[config.mk]
export PLATFORM = sky130hd
export DESIGN_NAME = reg_file_param
export DESIGN_NICKNAME = d
export VERILOG_FILES = /design/src/rtl/reg_file_pkg.sv /design/src/rtl/reg_file_param_word.sv /design/src/rtl/reg_file_param.sv
export SDC_FILE = /design/constraint.sdc
export NUM_CORES = 1
export LEC_CHECK = 0
export CORE_MARGIN = 1.5
export CORE_UTILIZATION = 35
export DETAILED_ROUTE_END_ITERATION = 8
export PLACE_DENSITY_LB_ADDON = 0.2
export SYNTH_ARGS = -nofsm -noshare
export SYNTH_HDL_FRONTEND = slang
export SYNTH_SLANG_ARGS = --single-unit
[constraint.sdc]
create_clock -name clk -period 2.4 [get_ports clk]
set_clock_uncertainty 0.15 [all_clocks]
set_input_delay 0.36 -clock clk [delete_from_list [all_inputs] [get_ports clk]]
set_output_delay 0.36 -clock clk [all_outputs]
set_load 0.02 [all_outputs]
[src/rtl/reg_file_pkg.sv]
// reg_file_pkg: shared types and reset constants for the reg_file_param block.
//   rf_state_t     : clear-sequencer FSM state (IDLE, CLEAR)
//   DATA_RST_BIT   : reset value replicated across every data bit
//   VALID_RST      : reset value of every per-word valid bit
package reg_file_pkg;

  typedef enum logic {
    IDLE  = 1'b0,
    CLEAR = 1'b1
  } rf_state_t;

  localparam logic DATA_RST_BIT = 1'b0;
  localparam logic VALID_RST    = 1'b0;

endpackage

[src/rtl/reg_file_param_word.sv]
// reg_word: one WIDTH-bit storage word plus its valid bit.
//   clk      in   falling-edge clock
//   clr_n    in   asynchronous active-low reset
//   clr_i    in   synchronous clear of data and valid (highest priority)
//   we_i     in   load wdata_i and set valid
//   wdata_i  in   write data
//   data_o   out  stored word
//   valid_o  out  stored valid bit
module reg_word
  import reg_file_pkg::*;
#(
  parameter int WIDTH = 4
) (
  input  logic             clk,
  input  logic             clr_n,
  input  logic             clr_i,
  input  logic             we_i,
  input  logic [WIDTH-1:0] wdata_i,
  output logic [WIDTH-1:0] data_o,
  output logic             valid_o
);

  logic [WIDTH-1:0] data_q, data_d;
  logic             valid_q, valid_d;

  // Priority: clear, then write, then hold.
  always_comb begin
    data_d  = data_q;
    valid_d = valid_q;
    if (clr_i) begin
      data_d  = {WIDTH{DATA_RST_BIT}};
      valid_d = VALID_RST;
    end else if (we_i) begin
      data_d  = wdata_i;
      valid_d = 1'b1;
    end
  end

  always_ff @(negedge clk or negedge clr_n) begin
    if (!clr_n) begin
      data_q  <= {WIDTH{DATA_RST_BIT}};
      valid_q <= VALID_RST;
    end else begin
      data_q  <= data_d;
      valid_q <= valid_d;
    end
  end

  assign data_o  = data_q;
  assign valid_o = valid_q;

endmodule

[src/rtl/reg_file_param.sv]
// reg_file_param: DEPTH x WIDTH register file, one write port, two registered
// read ports with write-to-read bypass, per-word valid bits and a sequenced
// bulk-clear engine. Every state element updates on the falling clock edge.
//   clk, clr_n          falling-edge clock, async active-low reset
//   we/waddr/wdata      write port (dropped while busy)
//   raddr_a/raddr_b     read addresses; rdata_x/rvalid_x one edge later
//   clear_req, busy     start a clear; busy covers the DEPTH clearing edges
//   dbg_state, dbg_ptr  clear FSM state (1 = CLEAR) and clear pointer
//
// Protocol: clear_req is a level sampled only at edges where busy is low;
// a sampled request raises busy at that same edge, and busy stays high for
// exactly DEPTH edges. Requests and writes seen while busy is high are
// ignored, not queued.
module reg_file_param
  import reg_file_pkg::*;
#(
  parameter int WIDTH  = 4,
  parameter int DEPTH  = 4,
  parameter int ADDR_W = $clog2(DEPTH)
) (
  input  logic              clk,
  input  logic              clr_n,
  input  logic              we,
  input  logic [ADDR_W-1:0] waddr,
  input  logic [WIDTH-1:0]  wdata,
  input  logic [ADDR_W-1:0] raddr_a,
  input  logic [ADDR_W-1:0] raddr_b,
  output logic [WIDTH-1:0]  rdata_a,
  output logic [WIDTH-1:0]  rdata_b,
  output logic              rvalid_a,
  output logic              rvalid_b,
  input  logic              clear_req,
  output logic              busy,
  output logic              dbg_state,
  output logic [ADDR_W-1:0] dbg_ptr
);

  rf_state_t         state_q, state_d;
  logic [ADDR_W-1:0] ptr_q, ptr_d;
  logic              busy_q, busy_d;

  logic [WIDTH-1:0]  rdata_a_q, rdata_a_d;
  logic [WIDTH-1:0]  rdata_b_q, rdata_b_d;
  logic              rvalid_a_q, rvalid_a_d;
  logic              rvalid_b_q, rvalid_b_d;

  logic [WIDTH-1:0]  word_data [DEPTH];
  logic [DEPTH-1:0]  word_valid;
  logic [DEPTH-1:0]  wr_sel;
  logic [DEPTH-1:0]  clr_sel;
  logic              wr_acc;

  // busy_q mirrors state_q, so gating on it is the same as "state is IDLE".
  assign wr_acc = we && !busy_q;

  for (genvar i = 0; i < DEPTH; i++) begin : g_word
    assign wr_sel[i]  = wr_acc && (waddr == ADDR_W'(i));
    assign clr_sel[i] = (state_q == CLEAR) && (ptr_q == ADDR_W'(i));

    reg_word #(
      .WIDTH (WIDTH)
    ) u_word (
      .clk     (clk),
      .clr_n   (clr_n),
      .clr_i   (clr_sel[i]),
      .we_i    (wr_sel[i]),
      .wdata_i (wdata),
      .data_o  (word_data[i]),
      .valid_o (word_valid[i])
    );
  end

  // Read muxes: array contents are pre-edge values; an accepted write to the
  // same address overrides them so the port sees the new data one edge later.
  always_comb begin
    rdata_a_d  = word_data[raddr_a];
    rvalid_a_d = word_valid[raddr_a];
    rdata_b_d  = word_data[raddr_b];
    rvalid_b_d = word_valid[raddr_b];
    if (wr_acc && (waddr == raddr_a)) begin
      rdata_a_d  = wdata;
      rvalid_a_d = 1'b1;
    end
    if (wr_acc && (waddr == raddr_b)) begin
      rdata_b_d  = wdata;
      rvalid_b_d = 1'b1;
    end
  end

  // Clear FSM: one word per edge, leaving after the last word with the
  // pointer wrapped back to zero.
  always_comb begin
    state_d = state_q;
    ptr_d   = ptr_q;
    case (state_q)
      IDLE: begin
        if (clear_req) begin
          state_d = CLEAR;
          ptr_d   = '0;
        end
      end
      CLEAR: begin
        ptr_d = ptr_q + ADDR_W'(1);
        if (ptr_q == ADDR_W'(DEPTH - 1)) begin
          state_d = IDLE;
        end
      end
      default: begin
        state_d = IDLE;
        ptr_d   = '0;
      end
    endcase
    busy_d = (state_d == CLEAR);
  end

  always_ff @(negedge clk or negedge clr_n) begin
    if (!clr_n) begin
      state_q    <= IDLE;
      ptr_q      <= '0;
      busy_q     <= 1'b0;
      rdata_a_q  <= {WIDTH{DATA_RST_BIT}};
      rdata_b_q  <= {WIDTH{DATA_RST_BIT}};
      rvalid_a_q <= VALID_RST;
      rvalid_b_q <= VALID_RST;
    end else begin
      state_q    <= state_d;
      ptr_q      <= ptr_d;
      busy_q     <= busy_d;
      rdata_a_q  <= rdata_a_d;
      rdata_b_q  <= rdata_b_d;
      rvalid_a_q <= rvalid_a_d;
      rvalid_b_q <= rvalid_b_d;
    end
  end

  assign rdata_a   = rdata_a_q;
  assign rdata_b   = rdata_b_q;
  assign rvalid_a  = rvalid_a_q;
  assign rvalid_b  = rvalid_b_q;
  assign busy      = busy_q;
  assign dbg_state = (state_q == CLEAR);
  assign dbg_ptr   = ptr_q;

endmodule

Word-level counts from Yosys, hierarchy flattened
Cells that the tools add are included.
- magnitude comparators: 4
- add/subtract/negate cells: 1
- equal/unequal tests: 9
- reductions and logical operators: 18
- multiplexer cells: 35
- bitwise operators: 3
- operator list (cell ; count):
    $mux 4 ; 14
    $bmux 4 s2 ; 2
    $mux 1 ; 14
    $logic_and 1x1->1 ; 11
    $eq 2x2->1 const B ; 4
    $reduce_bool 2->1 ; 4
    $ge 3x3->1 const B ; 2
    $lt 2x3->1 const B ; 2
    $not 2->3 ; 2
    $bmux 1 s2 ; 2
    $eq 2x1->1 const B ; 2
    $eq 2x2->1 ; 2
    $logic_not 2->1 ; 2
    $pmux 2 s2 ; 1
    $add 2x1->2 const B ; 1
    $mux 2 ; 1
    $ne 2x2->1 const B ; 1
    $pmux 1 s2 ; 1
    $logic_not 1->1 ; 1
    $not 1->1 ; 1
- logic and storage cells: 84
- register bits: 33
- output and inout bits: 14
- bits of input ports: 14

Logic depth before layout (Yosys ltp)
Gate-level depths: netlist of the first run.
- depth after elaboration: 5
- mapped depth: 5
- gate-level depth less buffers: 5

Modules after synthesis
Synthesis of the first run repeated with hierarchy kept, for this count alone.
- cells, all modules: 133
- area, all modules: 1769.2 um^2
- modules (own cells, without submodules) (module ; cells an instance ; instances ; seq. area each (um^2) ; area each (um^2)):
    reg_file_param ; 69 ; 1 ; 325.3 ; 973.4
    reg_word ; 16 ; 4 ; 125.1 ; 198.9

==> summary.txt, run 1 <==
DP Wirelength - 2.72 mm
Worst R2R Setup Slack - 0.79 ns
drt first pass iters - 4
clock buffer depth - 2
Hold Crit Class - reg2reg
worst setup margin - -0.190 ns
CTS Buf Count - 5
RSZ-0062 raised after global routing - yes
CTS sink cnt - 33
synth top area cells - dfrtn_1 (49%), mux4_2 (13%), nand2_1 (6.0%), mux2_2 (5.3%), mux2i_1 (4.1%)
vias in the first global route - 1195
Unique masters post-synth - 24
final hold violations - 0
chip width - 72.5 µm
Core Footprint - 4690 µm²
Layout Utilization - 50.9%
Initial Util - 36.1%
area of the mapped netlist - 1690 µm²
Cells on Worst Hold Path - 1
nets - 200
sequential fraction of the synthesis area - 48.8%
# IOs - 28
crit path from - busy
CTS tree - done
Routability Congestion - 0.793
Port-buffer cells - 27
worst path required time - 1.89 ns
Worst path top cell family by delay - flip-flops
Post-Place Worst Slack - -0.889 ns
Avg Cell Area, Syn - 12.1 µm²
die height - 72.5 µm
Clock Latency Late Sink - 0.29 ns
Core Rows - 25
CP max stage cell - dfrtn_1
Cell Pwr Density - 1000 nW/µm²
DR iter-0 viols - 55
area grow syn2layout - 41.1%
WS Path Type - reg2out
Arrival @ worst endpoint - 2.08 ns
Hold Startpoint - g_word[0].u_word.valid_o
WL final - 3.73 mm
outcome - finished, violations left
H-tree levels - 2
drt via density - 5.07
ANT nets after route - 0
global-route wire length before repair - 6.15 mm
Worst Reg-to-Reg Cells - 4
Buf+Inv Stages, Crit Path - 1
Worst VDD drop - 0.000555 V
fin. max-slew vios - 0
Placed Cells - 225
Syn Inst Count - 140
clk slew on worst S/H paths - 0.05 ns
diodes inserted - 0
drt wl/cell - 15.7 µm
Leakage Power - 1.16 nW
FF-to-FF End - g_word[1].u_word.valid_o
Post-DP Area - 2110 µm²
Synth Register Bits - 33
overall die area - 5260 µm²
worst-margin pin slew - 0.310 ns
GRT Util Overall - 15.7%
Hold EP - g_word[0].u_word.valid_o
Crit. End Element - output pin
design area - 2390 µm²
largest area contributor in the netlist - dfrtn_1
syn nets - 158
Fin Setup TNS - -2.19 ns
CTS root buffer - clkbuf_8
DR DRC count - 0
CP cell instances - buf_4
fraction of layout cells with a size suffix above 1 - 41.5%
Power, Total - 2.39 mW
headroom to the max-slew limit - 79.3%
worst r2r src - busy
largest fanout on the critical path - 3
post-synth top area share - 48.8%
Setup crit start kind - flop
failing checks - setup timing
maxcap violations - 0
cts hold-fix bufs - 0
final setup vio count - 26
WP depth - 1
gr ovfl total - 0
warning count from the yosys run - 0
initial antenna violation count - 0
hold slack - 0.302 ns
largest net degree at the start of global routing - 34
worst stage delay on the critical path - 0.43 ns
vias - 1201
non-filler cells, final - 237
what timing repair did:
item                                   4_1_cts  5_1_grt
endpoints found under the hold margin        0        0
setup endpoints to repair                   44       31
gates cloned                                 0        0
setup buffers                                4        2
gates resized for setup                    138       18
pin swaps                                    4        4
registers in the layout, summed over array words and instances (netlist names):
register / cells
g_word.u_word.data_o: 16
g_word.u_word.valid_o: 4
rdata_a: 4
rdata_b: 4
dbg_ptr: 2
busy: 1
rvalid_a: 1
rvalid_b: 1
logic make-up (layout without fill, tap and decap cells):
logic type / Yosys count / count (layout) / share of synthesized area [%]
buffers and inverters: 17 / 60 / 4.96
flip-flops: 33 / 33 / 48.8
AND/OR/NAND/NOR: 35 / 35 / 11.0
AO/OA/AOI/OAI: 22 / 22 / 7.40
adder cells (fa/ha/maj): 4 / 4 / 2.96
XOR/XNOR: 4 / 4 / 2.07
multiplexers: 25 / 25 / 22.8
how the worst max path moves through the flow:
stage                       to  slack, ns
CTS                  dbg_state      -0.20
finish               dbg_state      -0.19
global route         dbg_state      -0.23
floorplan           rdata_b[0]      -0.30
global placement    rdata_b[2]      -0.88
detailed placement  rdata_b[2]      -0.89
cells in the mapped netlist:
cell type,count
buf_4,1
ha_1,4
nor4b_4,1
and4bb_2,2
and4b_1,1
mux2i_1,7
nand2_1,27
clkbuf_2,3
nand3_2,1
o21ai_0,10
dfrtn_1,33
a21oi_1,6
inv_1,5
xnor2_1,4
nor2b_1,1
o31ai_1,1
mux2_2,8
buf_2,4
mux4_2,10
a21o_1,5
buf_6,1
nor3_1,1
clkbuf_1,3
nand3_1,1
layer usage:
| layer | vias to the layer above | track usage, % | part of all wire (%) |
|---|---|---|---|
| met3 | 3 | 3.61 | 3.9 |
| met2 | 36 | 25.3 | 52 |
| met4 | 0 | 5.66 | 0.97 |
| met1 | 586 | 20.9 | 43 |
| met5 | - | 0 | 0 |
| li1 | 576 | - | - |
final cells by class:
type	count	area [µm²]
Timing Repair Buffer	47	488
Multi-Input combinational cell	90	903
Tap cell	54	67.6
Fill cell	409	2310
Clock buffer	6	72.6
Clock inverter	2	10.0
Sequential cell	33	826
Inverter	5	18.8
power breakdown:
part | leakage (nW) | switching [mW] | total, mW | internal [mW]
clock | 0.0450 | 0.202 | 0.403 | 0.201
sequential | 0.440 | 0.151 | 0.932 | 0.782
combinational | 0.677 | 0.481 | 1.05 | 0.570
total | 1.16 | 0.834 | 2.39 | 1.55
placed cells by master (no fill, tap or decap), types with 2 or more instances in the layout:
master	Yosys	routed
dlymetal6s2s_1	0	2
mux4_2	10	10
buf_12	0	3
clkinv_2	0	2
nand3_4	0	2
ha_1	4	4
clkdlybuf4s50_1	0	3
buf_4	1	14
inv_1	5	5
buf_6	1	19
dfrtn_1	33	33
nand2_1	27	27
xnor2_4	0	3
buf_8	0	2
o21ai_1	0	10
mux2_4	0	8
a21o_1	5	5
clkbuf_8	0	5
and4bb_2	2	2
buf_2	4	3
a21oi_1	6	6
mux2i_1	7	7
(Power assumes the default switching activity.)
==> run 2: changes to the inputs <==
Settings changed: GPL_TIMING_DRIVEN from default to 0.
==> run 2 against run 1 <==
Compared with the run above:
- combinational power about the same
- register-to-register slack worse by 0.07 ns
- the flow still finishes with violations (setup timing)
- cell count down 3.4%
- die area unchanged
- routed wire length down 2.5%
- sequential share of layout area up 0.86 points
- core utilization down 1.2 points
- clock-buffer cell count up 1
- sequential power about the same
- first-iteration DRC count down 22%
==> summary.txt, run 2 (synthesis results as in run 1) <==
outcome - finished, violations left
failing checks - setup timing
die height - 72.5 µm
CTS root buffer - clkbuf_8
drt wl/cell - 15.9 µm
global-route wire length before repair - 6.07 mm
RSZ-0062 raised after global routing - yes
final hold violations - 0
Initial Util - 36.1%
Leakage Power - 1.13 nW
DR iter-0 viols - 43
ANT nets after route - 0
worst-margin pin slew - 0.715 ns
most frequent cells in the layout - dfrtn_1 (33), nand2_1 (27), buf_6 (17)
max reg flops - 16
worst setup margin - -0.267 ns
fin. max-slew vios - 0
Worst R2R Setup Slack - 0.72 ns
vias - 1180
worst path required time - 1.89 ns
Worst VDD drop - 0.000586 V
CTS tree - done
Cell Pwr Density - 1030 nW/µm²
Port-buffer cells - 21
CTS sink cnt - 33
Core Footprint - 4690 µm²
WS Path Type - reg2out
non-filler cells, final - 229
Arrival @ worst endpoint - 2.16 ns
headroom to the max-slew limit - 52.3%
clock buffer depth - 2
Hold Startpoint - g_word[3].u_word.valid_o
largest net degree at the start of global routing - 34
clk slew on worst S/H paths - 0.05 ns
Core Rows - 25
WL final - 3.63 mm
CTS Buf Count - 5
maxcap violations - 0
initial antenna violation count - 0
gr ovfl total - 0
Routability Congestion - 0.750
commonest non-fill, non-tap cell in the layout - dfrtn_1
final setup vio count - 26
Setup crit start kind - flop
overall die area - 5260 µm²
Fin Setup TNS - -2.31 ns
nets - 193
vias in the first global route - 1231
drt first pass iters - 4
worst r2r src - busy
diodes inserted - 0
# IOs - 28
drt via density - 5.15
fraction of layout cells with a size suffix above 1 - 40.0%
H-tree levels - 2
filler cell count - 416
crit path from - busy
chip width - 72.5 µm
Clock Latency Late Sink - 0.29 ns
DP Wirelength - 2.69 mm
DR DRC count - 0
GRT Util Overall - 15.4%
largest fanout on the critical path - 4
Hold Crit Class - reg2reg
area grow syn2layout - 37.6%
Placed Cells - 215
Crit. End Element - output pin
-- run 2: area by class of cell --
| type | count | area (µm²) | area share [%] |
|---|---|---|---|
| timing repair buffer | 29 | 278 | 11.9 |
| clock buffer | 7 | 86.3 | 3.71 |
| multi-input combinational | 90 | 896 | 38.5 |
| tap | 54 | 67.6 | 2.90 |
| inverter | 5 | 18.8 | 0.806 |
| buffer | 11 | 156 | 6.72 |
| sequential | 33 | 826 | 35.5 |
-- run 2: metal layers --
| metal | global-route usage, % | wire length [µm] |
|---|---|---|
| met3 | 4.31 | 104 |
| met4 | 3.77 | 23 |
| met2 | 28.1 | 2030 |
| met5 | 0 | 0 |
| met1 | 17.8 | 1480 |
-- run 2: timing repair --
item,4_1_cts,5_1_grt
pin swaps,2,5
hold buffers,0,0
buffers inserted,5,3
setup endpoints to repair,44,28
resized for setup,105,11
-- run 2: worst max-delay path, cell delays in order (launching register included) --
cell	delay, ns
dfrtn_1	0.46
buf_6	0.11
buf_6	0.10
-- run 2: final timing paths --
kind	end	cells after the start
setup / recovery	dbg_state	2
hold / removal	g_word[3].u_word.valid_o	1
setup reg to reg	g_word[0].u_word.data_o[2]	6
hold reg to reg	g_word[3].u_word.valid_o	1
max in group asynchronous	g_word[2].u_word.data_o[1]	1
min in group asynchronous	rdata_b[2]	1
-- run 2: stage by stage --
step	instance area [µm²]	utilization, %	setup slack [ns]	power (mW)	hold WS, ns
3_3_place_gp	2070	44.0	-0.909	1.83	0.284
4_1_cts	2270	48.4	-0.276	2.38	0.300
6_report	2330	49.6	-0.267	2.40	0.301
3_5_place_dp	2060	43.9	-0.832	1.86	0.300
2_1_floorplan	1790	-	-0.300	1.50	0.271
5_1_grt	2330	49.6	-0.307	2.55	0.327
-- run 2: report_power, final --
part	switching, mW	internal, mW
registers	0.152	0.782
clock network	0.186	0.227
logic	0.482	0.569
total	0.820	1.58
==> run 3: changes to the inputs <==
Settings changed: CORE_ASPECT_RATIO from default to 2, CORE_MARGIN 1.5 to default, SKIP_CTS_REPAIR_TIMING from default to 1.
==> run 3 against run 2 <==
Compared with the run above:
- the run still ends with setup timing left
- combinational power barely moved
- sequential power fell by 0.7%
- cell count rose by 1.3%
- flip-flop and latch count did not move
- die area fell by 2.4%
- routed wire length fell by 1.3%
- core utilization rose by 1.2 points
- first-iteration DRC count fell by 67%
- clock power rose by 9.9%
- sequential share of layout area fell by 0.45 points
- power rose by 0.61%
- critical path type unchanged
- critical endpoint unchanged
==> summary.txt, run 3 (synthesis results as in run 1) <==
outcome - finished, violations left
failing checks - setup timing
nets - 194
DR DRC count - 0
Top Metal Used - met4
Placed Cells - 217
gr ovfl total - 0
Hold EP - g_word[3].u_word.valid_o
Psw - 0.812 mW
largest fanout on the critical path - 4
Hold Startpoint - g_word[3].u_word.valid_o
global-route wire length before repair - 5.77 mm
Core Footprint - 4640 µm²
CTS sink cnt - 33
maxcap violations - 0
CTS root buffer - clkbuf_8
Worst Reg-to-Reg Cells - 5
sequential share of power - 38.4%
largest net degree at the start of global routing - 22
design area - 2360 µm²
fin. max-slew vios - 0
switching share of total power - 33.6%
combinational fraction of design power - 42.8%
diodes inserted - 0
filler cell count - 426
Fin Setup TNS - -2.47 ns
hold slack - 0.302 ns
non-filler cells, final - 232
overall die area - 5130 µm²
Crit. End Element - output pin
DP Wirelength - 2.77 mm
Cell Pwr Density - 1020 nW/µm²
drt via density - 5.19
cell repeated most along the worst path - buf_6
vias in the first global route - 1217
most frequent cells in the layout - dfrtn_1 (33), nand2_1 (26), buf_6 (20)
Port-buffer cells - 21
# IOs - 28
initial antenna violation count - 0
die height - 100 µm
H-tree levels - 2
clock group share of total power - 18.8%
ANT nets after route - 0
Power, Total - 2.41 mW
Leakage Power - 1.14 nW
final setup vio count - 26
CTS Buf Count - 5
Arrival @ worst endpoint - 2.18 ns
worst setup margin - -0.292 ns
Worst VDD drop - 0.000632 V
area grow syn2layout - 39.4%
DR iter-0 viols - 14
max reg flops - 16
CP cell instances - buf_6, buf_6
internal power - 1.60 mW
final hold violations - 0
commonest non-fill, non-tap cell in the layout - dfrtn_1
Core Rows - 35
GRT Util Overall - 15.7%
CP max stage cell - dfrtn_1
drt first pass iters - 4
worst stage delay on the critical path - 0.48 ns
FF-to-FF End - g_word[1].u_word.valid_o
CTS tree - done
Met3 Wirelength - 144 µm
worst r2r src - busy
vias - 1204
Setup crit start kind - flop
met2 WL - 2.07 mm
clock buffer depth - 2
fraction of layout cells with a size suffix above 1 - 40.7%
worst-margin pin slew - 0.675 ns
Worst R2R Setup Slack - 0.77 ns
Clock Latency Late Sink - 0.29 ns
headroom to the max-slew limit - 54.9%
Post-DP Area - 2090 µm²
Hold Crit Class - reg2reg
chip width - 51.2 µm
WL final - 3.59 mm
drt wl/cell - 15.5 µm
WS Path Type - reg2out
clk slew on worst S/H paths - 0.05 ns
Met1 Wirelength - 1.25 mm
Cells on Worst Hold Path - 1
Initial Util - 36.4%
Routability Congestion - 0.748
RSZ-0062 raised after global routing - yes
worst path required time - 1.89 ns
==> run 3: through the flow <==
step | setup slack, ns | util (%)
final | -0.292 | 50.8
after global routing | -0.329 | 50.8
after floorplan | -0.300 | -
after global placement | -0.867 | 44.5
after detailed placement | -0.884 | 45.1
after CTS | -0.793 | 47.3
==> run 3: routing by layer <==
layer	vias up	track usage, %
li1	561	-
met3	13	4.09
met5	-	0
met2	34	28.6
met1	596	16.2
met4	0	6.62
==> run 3: area by class of cell <==
class / instances / area, µm² / area share, %
Buffer: 12 / 163 / 6.90
Clock buffer: 7 / 96.3 / 4.08
Clock inverter: 1 / 5.00 / 0.212
Inverter: 5 / 18.8 / 0.796
Multi-Input combinational cell: 90 / 868 / 36.8
Sequential cell: 33 / 826 / 35.0
Tap cell: 55 / 68.8 / 2.92
Timing Repair Buffer: 29 / 313 / 13.3
==> run 3: power by group through the flow <==
stage	clock, mW	sequential [mW]	combinational, mW
2_1_floorplan	0	1.00	0.497
3_3_place_gp	0	0.908	0.911
3_5_place_dp	0	0.924	0.937
4_1_cts	0.464	0.915	0.940
5_1_grt	0.485	0.949	1.13
6_report	0.454	0.927	1.03
==> run 3: worst max-delay path, delay by kind of cell (launching register included) <==
family / cells / cell delay (ns)
buffers and inverters: 2 / 0.22
flip-flops: 1 / 0.48
==> run 3: worst max-delay path by stage <==
| stage | depth (start not counted) | startpoint | slack [ns] | to |
|---|---|---|---|---|
| after floorplan | 3 | raddr_b[0] | -0.30 | rdata_b[0] |
| after global placement | 1 | clr_n | -0.87 | busy |
| after detailed placement | 4 | we | -0.88 | rdata_a[2] |
| after CTS | 2 | busy | -0.79 | dbg_state |
| after global routing | 2 | busy | -0.33 | dbg_state |
| final | 2 | busy | -0.29 | dbg_state |
==> edit (flow settings as in run 1) <==
`DEPTH`: 4 -> 16.
--- a/src/rtl/reg_file_param.sv
+++ b/src/rtl/reg_file_param.sv
@@ -17,3 +17,3 @@
   parameter int WIDTH  = 4,
-  parameter int DEPTH  = 4,
+  parameter int DEPTH  = 16,
   parameter int ADDR_W = $clog2(DEPTH)
Ports: changed (resized dbg_ptr, raddr_a, raddr_b and waddr); port bits go from 28 to 36. The function was not compared with the original's and may differ.
==> edit against run 1 <==
The run ends with DRC, setup timing left; clock power increased to 4.0 times the old value; critical path depth increased by 5; total power increased to 3.1 times the old value; design area increased to 3.2 times the old value; sequential cell count increased by 62; synthesized area increased to 3.1 times the old value; wire length increased to 4.6 times the old value; count of clock-buffer cells in the layout increased by 6; setup slack got worse by 0.26 ns; register-to-register slack got worse by 0.43 ns; combinational power increased to 2.7 times the old value; hold slack improved by 0.014 ns.
==> edit: results <==
outcome:
  status: "complete, but fails checks"
  violations: "DRC, setup timing"
clocking:
  ctsResizeCount: 224
  clock_latency_ns: 0.36
  root_buffer: "clkbuf_16"
  h-tree-depth: 3
  cts_setup_buffers: 25
  numCtsBuffers: 9
routing:
  drtIter0Drc: 354
  wire_per_inst_um: 21.7
  dr_wl_met3_um: 1170
  met1_length_um: 7460
  drt_pass1_iterations: 7
  drc: 2
  wl_met2_um: 8050
logic_synthesis:
  synth_common_cells: "120 x nand2_1, 95 x dfrtn_1, 64 x o21ai_0"
  synthDistinctLibCells: 33
  synthXorXnorAreaFrac_pct: 1.66
  muxShareOfSynthArea_pct: 25.3
  synthCells: 483
  ys_seq_area_share_pct: 45.0
  synth_fp_nets: 507
  synth_fa_ha_area_share_pct: 0.948
  netlist_top_cells_area: "dfrtn_1 45%, mux4_2 11%, nand2_1 8.5%, mux4_1 8.0%, o21ai_0 6.1%"
  synth_compound_gate_area_share_pct: 8.96
pwr:
  powerComb_mw: 2.82
  seq_power_share_pct: 39.0
  power.net_switching_mw: 2.52
  leakage_nw: 3.38
global_route:
  grtUsageMet2_pct: 36.2
  track_usage_pct: 23.2
  use_met3_pct: 4.16
  grtUsageMet1_pct: 32.3
  grt_max_degree: 31
  grt_pass1_wl_um: 27200
timing:
  max_slew.worst_pin.slew_ns: 0.349
  setup-violations-final: 62
  timing.hold.ws_ns: 0.316
  fin_ws_ns: -0.447
setup_path:
  r2r_end: "g_word[0].u_word.data_o[3]"
  crit_fanout: 8
  crit_start: "raddr_b[0]"
  reg2reg_depth: 8
  critPathSlowestCell: "mux4_2"
  r2r_start: "dbg_state"
  crit_arrival_ns: 1.70
  critPathMaxStageDelay_ns: 0.51
  cp-endpoint: "rvalid_b"
  path_delay_family: "multiplexers"
  rrSetupSlack_ns: 0.36
finish:
  fill_cells: 1256
  nNetsFinal: 628
  final_layout_size_suffix_gt1_share_pct: 42.6
  largest_register_ffs: 64
place:
  gp_congestion: 0.869
  dpl.cell_count: 740
  dp_hpwl_um: 12100
  port_buffers: 35
min_path:
  whs_endpoint: "g_word[1].u_word.valid_o"
  hp-start: "g_word[1].u_word.valid_o"
[edit: through the flow]
step	area (sq um)	worst slack [ns]	util, %	power (mW)	TNS [ns]
2_1_floorplan	5570	-0.624	-	4.26	-18.74
3_3_place_gp	6610	-1.33	45.1	5.22	-85.14
3_5_place_dp	6610	-1.31	45.1	5.30	-86.08
4_1_cts	7550	-0.441	51.6	7.18	-12.43
5_1_grt	7710	-0.483	52.7	7.65	-13.73
6_report	7710	-0.447	52.7	7.28	-11.43
[edit: final cells by class]
cell class / count / area [sq um] / area share, %
inverters: 10 / 38.8 / 0.503
clock buffers: 12 / 267 / 3.46
repair buffers: 130 / 1600 / 20.7
multi-input cells: 358 / 3140 / 40.7
well taps: 184 / 230 / 2.99
clock inverters: 3 / 65.1 / 0.844
flip-flops and latches: 95 / 2380 / 30.8
